$ cat config.mk
export PLATFORM = sky130hd
export DESIGN_NAME = game_ctrl_flat
export DESIGN_NICKNAME = d
export VERILOG_FILES = /design/src/rtl/game_pkg.sv /design/src/rtl/game_ctrl_if.sv /design/src/rtl/bcd_counter4.sv /design/src/rtl/game_ctrl.sv /design/src/flat_wrapper.sv
export SDC_FILE = /design/constraint.sdc
export NUM_CORES = 1
export LEC_CHECK = 0
export CAP_MARGIN = 40
export CORE_MARGIN = 10
export CORE_UTILIZATION = 44
export DETAILED_ROUTE_END_ITERATION = 8
export DONT_BUFFER_PORTS = 1
export PLACE_DENSITY_LB_ADDON = 0.25
export SLEW_MARGIN = 20
export SYNTH_ARGS = -nofsm -noshare
export SYNTH_HDL_FRONTEND = slang
export SYNTH_SLANG_ARGS = --single-unit
$ cat constraint.sdc
create_clock -name clk -period 5.9 [get_ports clk]
set_clock_uncertainty 0.05 [all_clocks]
set_input_delay 0.295 -clock clk [delete_from_list [all_inputs] [get_ports clk]]
set_output_delay 0.295 -clock clk [all_outputs]
set_load 0.005 [all_outputs]
$ cat src/rtl/game_pkg.sv
// Shared types and constants for the frog-crossing game sequencer:
// state encoding, playfield geometry and the BCD score representation.
package game_pkg;

    typedef enum logic [2:0] {
        ST_ATTRACT   = 3'd0,
        ST_PLAY      = 3'd1,
        ST_DYING     = 3'd2,
        ST_RESPAWN   = 3'd3,
        ST_LEVEL_UP  = 3'd4,
        ST_GAME_OVER = 3'd5
    } game_state_t;

    localparam int BLOCKSIZE = 32;
    localparam int GOAL_Y    = 32;
    localparam int SCORE_W   = 16;

    typedef logic [3:0]       bcd_digit_t;
    typedef bcd_digit_t [3:0] bcd_score_t;

    localparam bcd_score_t BCD_MAX = 16'h9999;

    // Ripple a +1 through four BCD digits; 9999 is sticky.
    function automatic bcd_score_t bcd_inc_sat(input bcd_score_t v);
        bcd_score_t r;
        logic       carry;
        r     = v;
        carry = 1'b1;
        if (v != BCD_MAX) begin
            for (int i = 0; i < 4; i++) begin
                if (carry) begin
                    if (r[i] == 4'd9) begin
                        r[i] = 4'd0;
                    end else begin
                        r[i]  = r[i] + 4'd1;
                        carry = 1'b0;
                    end
                end
            end
        end
        return r;
    endfunction

endpackage

$ cat src/rtl/game_ctrl_if.sv
// Event/status bundle between game_ctrl and the detection, frog, cars and
// renderer blocks. hi_score exists only when GAME_CTRL_HISCORE_EN is defined.
interface game_ctrl_if;
    logic        frame_tick;
    logic        start_btn;
    logic        frog_hit;
    logic        frog_home;
    logic [2:0]  game_state;
    logic [1:0]  lives;
    logic [2:0]  level;
    logic [15:0] score;
    logic [3:0]  car_speed;
    logic        cars_run;
    logic        frog_respawn;
    logic        frog_enable;
`ifdef GAME_CTRL_HISCORE_EN
    logic [15:0] hi_score;
`endif

    modport master (
        output frame_tick, start_btn, frog_hit, frog_home,
        input  game_state, lives, level, score, car_speed,
        input  cars_run, frog_respawn, frog_enable
`ifdef GAME_CTRL_HISCORE_EN
        , input hi_score
`endif
    );

    modport slave (
        input  frame_tick, start_btn, frog_hit, frog_home,
        output game_state, lives, level, score, car_speed,
        output cars_run, frog_respawn, frog_enable
`ifdef GAME_CTRL_HISCORE_EN
        , output hi_score
`endif
    );
endinterface

$ cat src/rtl/bcd_counter4.sv
// Four-digit BCD up-counter with synchronous clear and saturation at 9999.
module bcd_counter4
    import game_pkg::*;
(
    input  logic       clk,
    input  logic       reset,
    input  logic       clear,
    input  logic       inc,
    output bcd_score_t value
);

    // NOTE: sequential state is written with <= so every register samples
    // pre-edge values, independent of process evaluation order.
    always_ff @(posedge clk or posedge reset) begin
        if (reset)      value <= '0;
        else if (clear) value <= '0;
        else if (inc)   value <= bcd_inc_sat(value);
    end

endmodule

$ cat src/rtl/game_ctrl.sv
// Game sequencer: state machine, lives, level, BCD score and car pacing.
// Define GAME_CTRL_HISCORE_EN to add the hi_score register and output.
module game_ctrl
    import game_pkg::*;
#(
    parameter int LIVES_INIT   = 3,
    parameter int DEATH_FRAMES = 60,
    parameter int WIN_FRAMES   = 90,
    parameter int MAX_LEVEL    = 7,
    parameter int BASE_SPEED   = 1
) (
    input logic        clk,
    input logic        reset,
    game_ctrl_if.slave bus
);

    localparam logic [6:0] DEATH_LAST = 7'(DEATH_FRAMES - 1);
    localparam logic [6:0] WIN_LAST   = 7'(WIN_FRAMES - 1);
    localparam logic [2:0] LEVEL_TOP  = 3'(MAX_LEVEL);
    localparam logic [1:0] LIVES_LOAD = 2'(LIVES_INIT);

    game_state_t state_q, state_d;
    logic [6:0]  frame_cnt;
    logic        start_q, press;
    logic [1:0]  lives_q;
    logic [2:0]  level_q, level_d;
    logic [3:0]  speed_q;
    logic        respawn_q, respawn_d;
    logic        new_game, score_inc, lives_dec;
    logic        cars_run_d, frog_enable_d;
    bcd_score_t  score;

    assign press = bus.start_btn & ~start_q;

    // NOTE: every signal written here gets a default first, so no path
    // through the case leaves one unassigned and infers a latch.
    always_comb begin
        state_d       = state_q;
        new_game      = 1'b0;
        score_inc     = 1'b0;
        lives_dec     = 1'b0;
        cars_run_d    = 1'b0;
        frog_enable_d = 1'b0;
        unique case (state_q)
            ST_ATTRACT: begin
                cars_run_d = 1'b1;
                if (press) begin
                    state_d  = ST_PLAY;
                    new_game = 1'b1;
                end
            end
            ST_PLAY: begin
                cars_run_d    = 1'b1;
                frog_enable_d = 1'b1;
                if (bus.frog_hit) begin
                    state_d = ST_DYING;
                end else if (bus.frog_home) begin
                    state_d   = ST_LEVEL_UP;
                    score_inc = 1'b1;
                end
            end
            ST_DYING: begin
                if (bus.frame_tick && frame_cnt == DEATH_LAST) begin
                    lives_dec = 1'b1;
                    state_d   = (lives_q == 2'd1) ? ST_GAME_OVER : ST_RESPAWN;
                end
            end
            ST_LEVEL_UP: begin
                if (bus.frame_tick && frame_cnt == WIN_LAST) state_d = ST_RESPAWN;
            end
            ST_RESPAWN:   state_d = ST_PLAY;
            ST_GAME_OVER: if (press) state_d = ST_ATTRACT;
            default:      state_d = ST_ATTRACT;
        endcase
    end

    always_comb begin
        level_d = level_q;
        if (new_game)                             level_d = '0;
        else if (score_inc && level_q != LEVEL_TOP) level_d = level_q + 3'd1;
    end

    // Frog returns to its start tile when a game begins and on each RESPAWN.
    assign respawn_d = new_game | (state_d == ST_RESPAWN);

    always_ff @(posedge clk or posedge reset) begin
        if (reset) begin
            state_q   <= ST_ATTRACT;
            start_q   <= 1'b0;
            frame_cnt <= '0;
            lives_q   <= LIVES_LOAD;
            level_q   <= '0;
            speed_q   <= 4'(BASE_SPEED);
            respawn_q <= 1'b0;
        end else begin
            state_q   <= state_d;
            start_q   <= bus.start_btn;
            if (state_d != state_q)  frame_cnt <= '0;
            else if (bus.frame_tick) frame_cnt <= frame_cnt + 7'd1;
            if (new_game)            lives_q <= LIVES_LOAD;
            else if (lives_dec)      lives_q <= lives_q - 2'd1;
            level_q   <= level_d;
            // Speed tracks the next level so it changes on entry to LEVEL_UP.
            speed_q   <= 4'(BASE_SPEED) + {1'b0, level_d};
            respawn_q <= respawn_d;
        end
    end

    bcd_counter4 u_score (
        .clk   (clk),
        .reset (reset),
        .clear (new_game),
        .inc   (score_inc),
        .value (score)
    );

`ifdef GAME_CTRL_HISCORE_EN
    // BCD digits order the same as plain binary, so an unsigned compare works.
    logic [15:0] hi_q;
    always_ff @(posedge clk or posedge reset) begin
        if (reset) begin
            hi_q <= '0;
        end else if (state_d == ST_GAME_OVER && state_q != ST_GAME_OVER
                     && score > hi_q) begin
            hi_q <= score;
        end
    end
    assign bus.hi_score = hi_q;
`endif

    assign bus.game_state   = state_q;
    assign bus.lives        = lives_q;
    assign bus.level        = level_q;
    assign bus.score        = score;
    assign bus.car_speed    = speed_q;
    assign bus.cars_run     = cars_run_d;
    assign bus.frog_enable  = frog_enable_d;
    assign bus.frog_respawn = respawn_q;

endmodule

$ cat src/flat_wrapper.sv
// flat-port wrapper written by rule: the top's interface ports become plain ports
module game_ctrl_flat import game_pkg::*;
#(
    parameter int LIVES_INIT   = 3,
    parameter int DEATH_FRAMES = 60,
    parameter int WIN_FRAMES   = 90,
    parameter int MAX_LEVEL    = 7,
    parameter int BASE_SPEED   = 1
)
  (clk, reset, bus_frame_tick, bus_start_btn, bus_frog_hit, bus_frog_home, bus_game_state, bus_lives, bus_level, bus_score, bus_car_speed, bus_cars_run, bus_frog_respawn, bus_frog_enable);
  game_ctrl_if bus_i ();
  input logic clk;
  input logic reset;
  input wire logic [$bits(bus_i.frame_tick)-1:0] bus_frame_tick;
  input wire logic [$bits(bus_i.start_btn)-1:0] bus_start_btn;
  input wire logic [$bits(bus_i.frog_hit)-1:0] bus_frog_hit;
  input wire logic [$bits(bus_i.frog_home)-1:0] bus_frog_home;
  output wire logic [$bits(bus_i.game_state)-1:0] bus_game_state;
  output wire logic [$bits(bus_i.lives)-1:0] bus_lives;
  output wire logic [$bits(bus_i.level)-1:0] bus_level;
  output wire logic [$bits(bus_i.score)-1:0] bus_score;
  output wire logic [$bits(bus_i.car_speed)-1:0] bus_car_speed;
  output wire logic [$bits(bus_i.cars_run)-1:0] bus_cars_run;
  output wire logic [$bits(bus_i.frog_respawn)-1:0] bus_frog_respawn;
  output wire logic [$bits(bus_i.frog_enable)-1:0] bus_frog_enable;
  assign bus_i.frame_tick = bus_frame_tick;
  assign bus_i.start_btn = bus_start_btn;
  assign bus_i.frog_hit = bus_frog_hit;
  assign bus_i.frog_home = bus_frog_home;
  assign bus_game_state = bus_i.game_state;
  assign bus_lives = bus_i.lives;
  assign bus_level = bus_i.level;
  assign bus_score = bus_i.score;
  assign bus_car_speed = bus_i.car_speed;
  assign bus_cars_run = bus_i.cars_run;
  assign bus_frog_respawn = bus_i.frog_respawn;
  assign bus_frog_enable = bus_i.frog_enable;
  game_ctrl #(.LIVES_INIT(LIVES_INIT), .DEATH_FRAMES(DEATH_FRAMES), .WIN_FRAMES(WIN_FRAMES), .MAX_LEVEL(MAX_LEVEL), .BASE_SPEED(BASE_SPEED)) u_core (.clk(clk), .reset(reset), .bus(bus_i));
endmodule
==> Word level (Yosys, flattened, before mapping) <==
Index checks and enable logic that the tools add are counted.
{ "op_classes": {"n_eq_ne": 16, "reduce_logical": 16, "n_bitwise": 3, "mux": 47, "addsub": 8} }
{ "ops": {"columns": ["op", "count"], "rows": [
  ["$mux 16", 3],
  ["$mux 4", 7],
  ["$mux 3", 9],
  ["$mux 1", 23],
  ["$pmux 3 s6", 1],
  ["$add 4x1->4 const B", 4],
  ["$eq 4x4->1 const B", 4],
  ["$ne 16x16->1 const B", 1],
  ["$mux 7", 2],
  ["$reduce_bool 2->1", 7],
  ["$eq 3x2->1 const B", 3],
  ["$reduce_and 3->1", 3],
  ["$add 7x1->7 const B", 1],
  ["$eq 7x6->1 const B", 1],
  ["$eq 7x7->1 const B", 1],
  ["$eq 3x3->1 const B", 2],
  ["$add 1x3->4 const A", 1],
  ["$mux 2", 2],
  ["$add 3x1->3 const B", 1],
  ["$eq 3x1->1 const B", 1],
  ["$logic_and 1x1->1", 3],
  ["$logic_not 3->1", 1],
  ["$ne 3x3->1", 1],
  ["$ne 3x3->1 const B", 1],
  ["7 further kinds", 7]
]} }
{ "word_totals": {"output_inout_bits": 31, "reg_bits": 37} }

==> Depth between registers and ports, before layout <==
Gate-level depths: netlist of the first run.
{ "depth": {"word_depth": 17, "ltp_mapped": 9} }

==> Cells and area by module <==
Synthesis of the first run repeated with hierarchy kept, for this count alone.
{ "hier_totals": {"cells_unflattened": 236, "hier_area_um2": 2227.1} }
{ "by_module_without_submodules": {"columns": ["mod", "area_each_um2", "cells_per_inst", "instances"], "rows": [
  ["game_ctrl", 1197.4, 123, 1],
  ["bcd_counter4", 1029.7, 113, 1]
]} }

==> Worst setup path before layout of the first run <==
Ideal clock, no wire load.
{ "synth_timing": {"path_kind": "register -> register", "startpoint": "reg u_core.state_q[1] (netlist: u_core.bus.game_state[1])", "endpoint": "reg u_core.speed_q[2] (netlist: u_core.bus.car_speed[2])", "arrival_time_ns": 1.991, "setup_slack_ns": 3.735, "path_stages_with_launch": 10, "required_ns": 5.725, "path_buffers": 2, "cell_sequence": "dfrtp_1 buf_6 or3b_1 buf_2 nor4b_4 xnor2_1 or2_1 inv_1 ha_1 xor2_1"} }
{ "synth_via": {"elab_chain_cells": 6, "word_cells_on_any_way": 8, "cone_classes": "add/sub: 1; eq/ne: 1; mux: 4; reduce/logical: 2"} }
{ "synth_lines": {"columns": ["element", "line", "rtl"], "rows": [
  ["start: declaration", "game_ctrl.sv:22", "game_state_t state_q, state_d;"],
  ["start signal: assignment", "game_ctrl.sv:96", "state_q <= state_d;"],
  ["$eq 3x1->1", "game_ctrl.sv:44", "unique case (state_q)"],
  ["$mux 1", "game_ctrl.sv:44", null],
  ["$logic_and 1x1->1", "game_ctrl.sv:80", "else if (score_inc && level_q != LEVEL_TOP) level_d = level_q + 3'd1;"],
  ["$mux 3", "game_ctrl.sv:80", null],
  ["$mux 3 *", "game_ctrl.sv:79", "if (new_game) level_d = '0;"],
  ["named net u_core.level_d[0]", "game_ctrl.sv:26", "logic [2:0] level_q, level_d;"],
  ["$add 1x3->4 *", "game_ctrl.sv:104", "speed_q <= 4'(BASE_SPEED) + {1'b0, level_d};"],
  ["end signal: assignment", "game_ctrl.sv:93", "speed_q <= 4'(BASE_SPEED);"],
  ["end signal: assignment", "game_ctrl.sv:104", null],
  ["end: declaration", "game_ctrl.sv:27", "logic [3:0] speed_q;"]
]} }
The timed path passes the listed nets; every way through them passes the cells marked *.
A chain may end at the register's enable or synchronous reset.

==> Final worst setup path of the first run <==
{ "layout_timing": {"startpoint": "reg u_core.state_q[0] (netlist: u_core.bus.game_state[0])", "endpoint": "reg u_core.speed_q[2] (netlist: u_core.bus.car_speed[2])"} }
The elaborated chain is that of the path after synthesis.

==> metrics.md, run 1 <==
| Metric | Value |
|---|---|
| CTS clock-pin slew for the worst setup and hold paths | `0.08 ns` |
| Clock buffer depth | `2` |
| Die width | `88.2 µm` |
| Area growth, synth to finish | `9.29%` |
| Row cnt | `24` |
| Tot GR Track Use | `0.123` |
| Critical-path cell list | `or3b_1 > nor4b_4 > xnor2_1 > or2_1 > inv_1 > ha_1 > xor2_1` |
| CP max stage cell | `dfrtp_1` |
| Period utilisation layout | `0.394` |
| Area of the multi-input gates | `1060 µm²` |
| First drt pass iteration count | `5` |
| # IOs | `37` |
| Max Slew Vio Count | `0` |
| RSZ-0062 raised after global routing | `no` |
| Syn_nets | `224` |
| HPWL Detailed | `3230 µm` |
| Cells after DPL | `261` |
| Leading area contributor after synthesis | `dfrtp_1` |
| Total core area | `4440 µm²` |
| Clk Latency, worst-skew pair | `0.29 ns` |
| Nets@finish | `230` |
| Post-synth EDFFs | `0` |
| Routed Antenna Nets | `0` |
| Final min period | `2.32 ns` |
| Initial antenna violation count | `0` |
| Reg-to-reg slack, setup | `3.58 ns` |
| RePlAce Congestion | `0.870` |
| Peak supply drop | `0.000110 V` |
| Status | `finished clean` |
| Final hold vios | `0` |
| Netlist cell types | `49` |
| Crit Path Class | `reg -> reg` |
| Drt drc | `0` |
| Die ar. | `7780 µm²` |
| Tightest Pin Transition | `0.648 ns` |
| Area share of the leading cell type in the synthesized netlist | `0.416` |
| Crit-path max FO | `10` |
| DR vias/cell | `5.62` |
| Port Buffers | `0` |
| CP max stage delay | `0.54 ns` |
| Final WS setup | `3.58 ns` |
| Final WL | `4510 µm` |
| Total CTS buffers | `5` |
| Global route overflow | `0` |
| Final Setup Violations | `0` |
| Register area | `930 µm²` |
| Setup_tns | `0 ns` |
| Fill cell count | `416` |
| DP Area | `2100 µm²` |
| Fmax | `430 MHz` |
| Vias in the first global route | `1449` |
| First-iteration detailed-routing DRC count | `93` |
| Power Dens Cells | `339 nW/µm²` |
| Layout cells sized above 1 | `0.105` |
| CTS root buffer | `clkbuf_8` |
| Via Count | `1524` |
| Ys async rst share | `1.00` |
| Die span in y | `88.2 µm` |
| Placement Setup Slack | `3.57 ns` |
| Post-CTS Repair Setup Buffers | `0` |
| Worst rel slew slack | `0.566` |
| CTS tree | `yes` |
| LEAKAGE | `0.994 nW` |
| Commonest non-fill, non-tap cell in the layout | `dfrtp_1` |
| Drt wl/cell | `16.6 µm` |
| Arrival @ worst endpoint | `2.46 ns` |
| Design Area, Final | `2240 µm²` |
| Critical path launch point type | `register` |
| Synthesized area | `2050 µm²` |
| Most frequent cells in the layout | `dfrtp_1 (34), nor2_1 (24), nand2_1 (22)` |
| Path depth of the worst reg2reg path | `7` |
| Count of state elements after synthesis | `37` |
| Post-Synthesis Cells | `212` |
| First-pass GRT wire length | `7460 µm` |
| Ys Warns | `0` |
| Maxcap violations | `0` |
| Sequential fraction of the synthesis area | `0.454` |
| Final cell count without fillers | `271` |
| Critical Path End Type | `register` |
| Hold depth | `3` |
| Worst EP required | `6.03 ns` |
| Ranking of synthesized cells by area | `dfrtp_1 (42%), nor2_1 (4.4%), nand2_1 (4.0%)` |
| H-tree depth | `2` |
| Worst min path class | `in -> reg` |
| Syn_area_per_cell | `9.66 µm²` |
| Post-layout util | `0.503` |
| TritonCTS Sinks | `37` |
| Most used DFF post-synth | `dfrtp_1` |
| Initial core utilization | `0.461` |
| Ant. Diodes | `0` |
| Largest net degree at the start of global routing | `38` |
-- cell usage after synthesis, types with 2 or more instances --
cell / n
a211o_1: 2
a21oi_1: 6
a22oi_1: 2
and4bb_2: 4
clkbuf_1: 2
dfrtp_1: 34
dfstp_2: 3
ha_1: 6
inv_1: 9
mux2i_1: 3
nand2_1: 22
nand2b_1: 3
nand3_1: 11
nand3b_1: 4
nand4_1: 4
nand4b_1: 5
nor2_1: 24
nor2_2: 2
nor2b_1: 8
nor3b_1: 2
o211ai_1: 4
o21ai_0: 11
o221ai_1: 2
o31ai_1: 2
xnor2_1: 6
xor2_1: 8
-- worst max-delay path, delay by kind of cell (launching register included) --
family                   cells  cell delay (ns)
XOR/XNOR                     2             0.33
adder cells (fa/ha/maj)      1             0.20
flip-flops                   1             0.54
AND/OR/NAND/NOR              3             1.04
buffers and inverters        1             0.06
-- final cells by class --
cell class	count	area share
multi-input cells	161	0.473
flip-flops and latches	37	0.416
clock buffers	5	0.0308
well taps	52	0.0291
clock inverters	3	0.0207
repair buffers	4	0.0157
inverters	9	0.0151
-- worst paths after layout --
kind,from,to
min in group asynchronous,reset,u_core.u_score.value[9]$_DFFE_PP0P_
max in group asynchronous,reset,u_core.bus.car_speed[0]$_DFF_PP1_
min reg2reg,u_core.bus.lives[1]$_DFFE_PP1P_,u_core.bus.lives[1]$_DFFE_PP1P_
max reg2reg,u_core.bus.game_state[0]$_DFF_PP0_,u_core.bus.car_speed[2]$_DFF_PP0_
max,u_core.bus.game_state[0]$_DFF_PP0_,u_core.bus.car_speed[2]$_DFF_PP0_
min,bus_frame_tick,u_core.frame_cnt[0]$_DFFE_PP0P_
-- cells by family after synthesis --
family	synth area share
flops	0.454
xor+xnor	0.0599
simple gates	0.290
mux	0.0147
buf+inv	0.0318
compound gates	0.112
fa+ha+maj	0.0367
-- stage by stage --
step	power, mW	hold WS (ns)
4_1_cts	0.768	0.109
5_1_grt	0.817	0.137
2_1_floorplan	0.495	0.276
3_3_place_gp	0.540	0.272
3_5_place_dp	0.543	0.274
6_report	0.758	0.116
-- registers in the layout, summed over array words and instances, names as in the netlist --
signal,flops
u_core.bus.game_state,3
u_core.start_q,1
u_core.frame_cnt,7
u_core.bus.lives,2
u_core.bus.level,3
u_core.bus.car_speed,4
u_core.u_score.value,16
u_core.bus.frog_respawn,1
-- power by group --
group / internal [mW] / switching, mW / total [mW]
Combinational: 0.0729 / 0.113 / 0.186
Sequential: 0.291 / 0.0604 / 0.351
Clock: 0.126 / 0.0941 / 0.221
Total: 0.490 / 0.268 / 0.758
-- per-layer routing --
layer  global-route usage  share of wire  up-vias  wire length, µm
met2                0.173           0.42       45             1890
met1                0.149           0.45      706             2020
met5                    0              0        -                0
li1                     -              -      767                -
met3               0.0743           0.12        6              539
met4               0.0455          0.014        0               64
-- timing repair --
item	4_1_cts	5_1_grt
resized for setup	0	0
hold buffers	2	0
endpoints found under the hold margin	35	0
(Power assumes the default switching activity.)
==> run 2: changes to the inputs <==
- clock period: 5.9 -> 2.3 ns (I/O delays scaled with it)
==> metrics.md, run 2 (synthesis results as in run 1) <==
| Metric | Value |
|---|---|
| Nets@finish | `237` |
| Worst EP required | `2.43 ns` |
| Final hold vios | `0` |
| Tightest Pin Transition | `0.609 ns` |
| Critical R2R Launch | `u_core.bus.game_state[2]$_DFF_PP0_` |
| Power Dens Cells | `845 nW/µm²` |
| Port Buffers | `0` |
| Worst min path class | `in -> reg` |
| Drt wl/cell | `17.0 µm` |
| Final min period | `2.10 ns` |
| TritonCTS Sinks | `37` |
| Hold depth | `4` |
| Sequential Power Share | `0.438` |
| Crit-path max FO | `5` |
| Final WL | `4740 µm` |
| Clk Latency, worst-skew pair | `0.29 ns` |
| Die width | `88.2 µm` |
| RSZ-0062 raised after global routing | `no` |
| Fmax | `477 MHz` |
| Layout cells sized above 1 | `0.124` |
| Die ar. | `7780 µm²` |
| Total CTS buffers | `5` |
| Peak supply drop | `0.000405 V` |
| Vias in the first global route | `1523` |
| RePlAce Congestion | `0.827` |
| Path depth of the worst reg2reg path | `7` |
| Drt drc | `0` |
| Period utilisation layout | `0.911` |
| Arrival @ worst endpoint | `2.22 ns` |
| First-iteration detailed-routing DRC count | `105` |
| Area growth, synth to finish | `10.9%` |
| DR vias/cell | `5.78` |
| CTS tree | `yes` |
| Max FFs per register | `16` |
| Max Slew Vio Count | `0` |
| Initial core utilization | `0.461` |
| LEAKAGE | `1.02 nW` |
| Reg-to-reg slack, setup | `0.20 ns` |
| Largest net degree at the start of global routing | `38` |
| Initial antenna violation count | `0` |
| Logic pwr share | `0.316` |
| Min-delay src | `bus_frame_tick` |
| Status | `finished clean` |
| Global route overflow | `0` |
| PostCTS Resize Cnt | `0` |
| Hold Slack | `0.0145 ns` |
| Hold worst-path end | `u_core.frame_cnt[2]$_DFFE_PP0P_` |
| Most frequent cells in the layout | `dfrtp_1 (34), nor2_1 (24), nand2_1 (22)` |
| Ant. Diodes | `0` |
| Total core area | `4440 µm²` |
| # IOs | `37` |
| Cell-internal power | `1.23 mW` |
| Worst rel slew slack | `0.594` |
| CTS clock-pin slew for the worst setup and hold paths | `0.07 ns` |
| Die span in y | `88.2 µm` |
| First-pass GRT wire length | `7720 µm` |
| Maxcap violations | `0` |
| First drt pass iteration count | `4` |
| Row cnt | `24` |
| R2R Path End | `u_core.bus.car_speed[2]$_DFF_PP0_` |
| Setup_tns | `0 ns` |
| Final cell count without fillers | `278` |
| Via Count | `1607` |
| Biggest register | `u_core.u_score.value` |
| Tot GR Track Use | `0.128` |
| Crit Path Class | `reg -> reg` |
| Final Setup Violations | `0` |
| CTS root buffer | `clkbuf_8` |
| Clock buffer depth | `2` |
| Switching Share | `0.358` |
| Cells after DPL | `267` |
| Net load switching power | `0.687 mW` |
| Critical Path End Type | `register` |
| Commonest non-fill, non-tap cell in the layout | `dfrtp_1` |
| Routed Antenna Nets | `0` |
| Part of the power in the clock network | `0.246` |
| HPWL Detailed | `3510 µm` |
| Critical path launch point type | `register` |
| H-tree depth | `2` |
-- run 2: how the worst max path moves through the flow --
stage                                       start                                 to  slack, ns  depth (start not counted)
4_1_cts        u_core.bus.game_state[2]$_DFF_PP0_  u_core.bus.car_speed[2]$_DFF_PP0_       0.16                          7
3_5_place_dp   u_core.bus.game_state[2]$_DFF_PP0_  u_core.bus.car_speed[2]$_DFF_PP0_       0.16                          7
3_3_place_gp   u_core.bus.game_state[2]$_DFF_PP0_  u_core.bus.car_speed[2]$_DFF_PP0_       0.20                          7
6_report       u_core.bus.game_state[2]$_DFF_PP0_  u_core.bus.car_speed[2]$_DFF_PP0_       0.20                          7
5_1_grt             u_core.bus.level[0]$_DFF_PP0_  u_core.bus.car_speed[2]$_DFF_PP0_       0.06                          8
2_1_floorplan  u_core.bus.game_state[1]$_DFF_PP0_  u_core.bus.car_speed[2]$_DFF_PP0_       0.13                          9
-- run 2: worst max-delay path, stage by stage, from the launching register on --
cell     delay (ns)
dfrtp_1        0.41
or3b_1         0.50
nor4b_4        0.33
xnor2_1        0.16
or2_1          0.14
inv_1          0.06
ha_1           0.20
xor2_1         0.15
-- run 2: through the flow --
stage	utilization	worst slack (ns)	cell area (µm²)	power, mW
floorplan	-	0.135	2050	1.27
global placement	0.483	0.203	2150	1.45
detailed placement	0.483	0.162	2150	1.46
CTS	0.511	0.159	2270	1.94
global route	0.511	0.0601	2270	2.07
finish	0.511	0.205	2270	1.92
-- run 2: repair_timing --
item / 4_1_cts / 5_1_grt
endpoints found under the hold margin: 37 / 0
buffers inserted: 0 / 0
hold buffers: 3 / 0
-- run 2: cell type report --
type	instances	area, µm²
Clock inverter	1	7.51
Clock buffer	7	86.3
Fill cell	417	2170
Inverter	9	33.8
Multi-Input combinational cell	161	1060
Timing Repair Buffer	11	90.1
Tap cell	52	65.1
Sequential cell	37	930
-- run 2: routing by layer --
| layer | part of all wire | vias up | GRT usage | wire length, µm |
|---|---|---|---|---|
| met1 | 0.46 | 777 | 0.161 | 2170 |
| met5 | 0 | - | 0 | 0 |
| li1 | - | 777 | - | - |
| met2 | 0.43 | 47 | 0.184 | 2020 |
| met4 | 0.019 | 0 | 0.0617 | 91 |
| met3 | 0.096 | 6 | 0.0529 | 453 |
-- run 2: power by group through the flow --
stage          combinational (mW)  clock [mW]  sequential (mW)
3_5_place_dp                0.605           0            0.855
3_3_place_gp                0.598           0            0.854
5_1_grt                     0.690       0.521            0.855
4_1_cts                     0.609       0.490            0.844
6_report                    0.606       0.471            0.840
2_1_floorplan               0.433           0            0.838
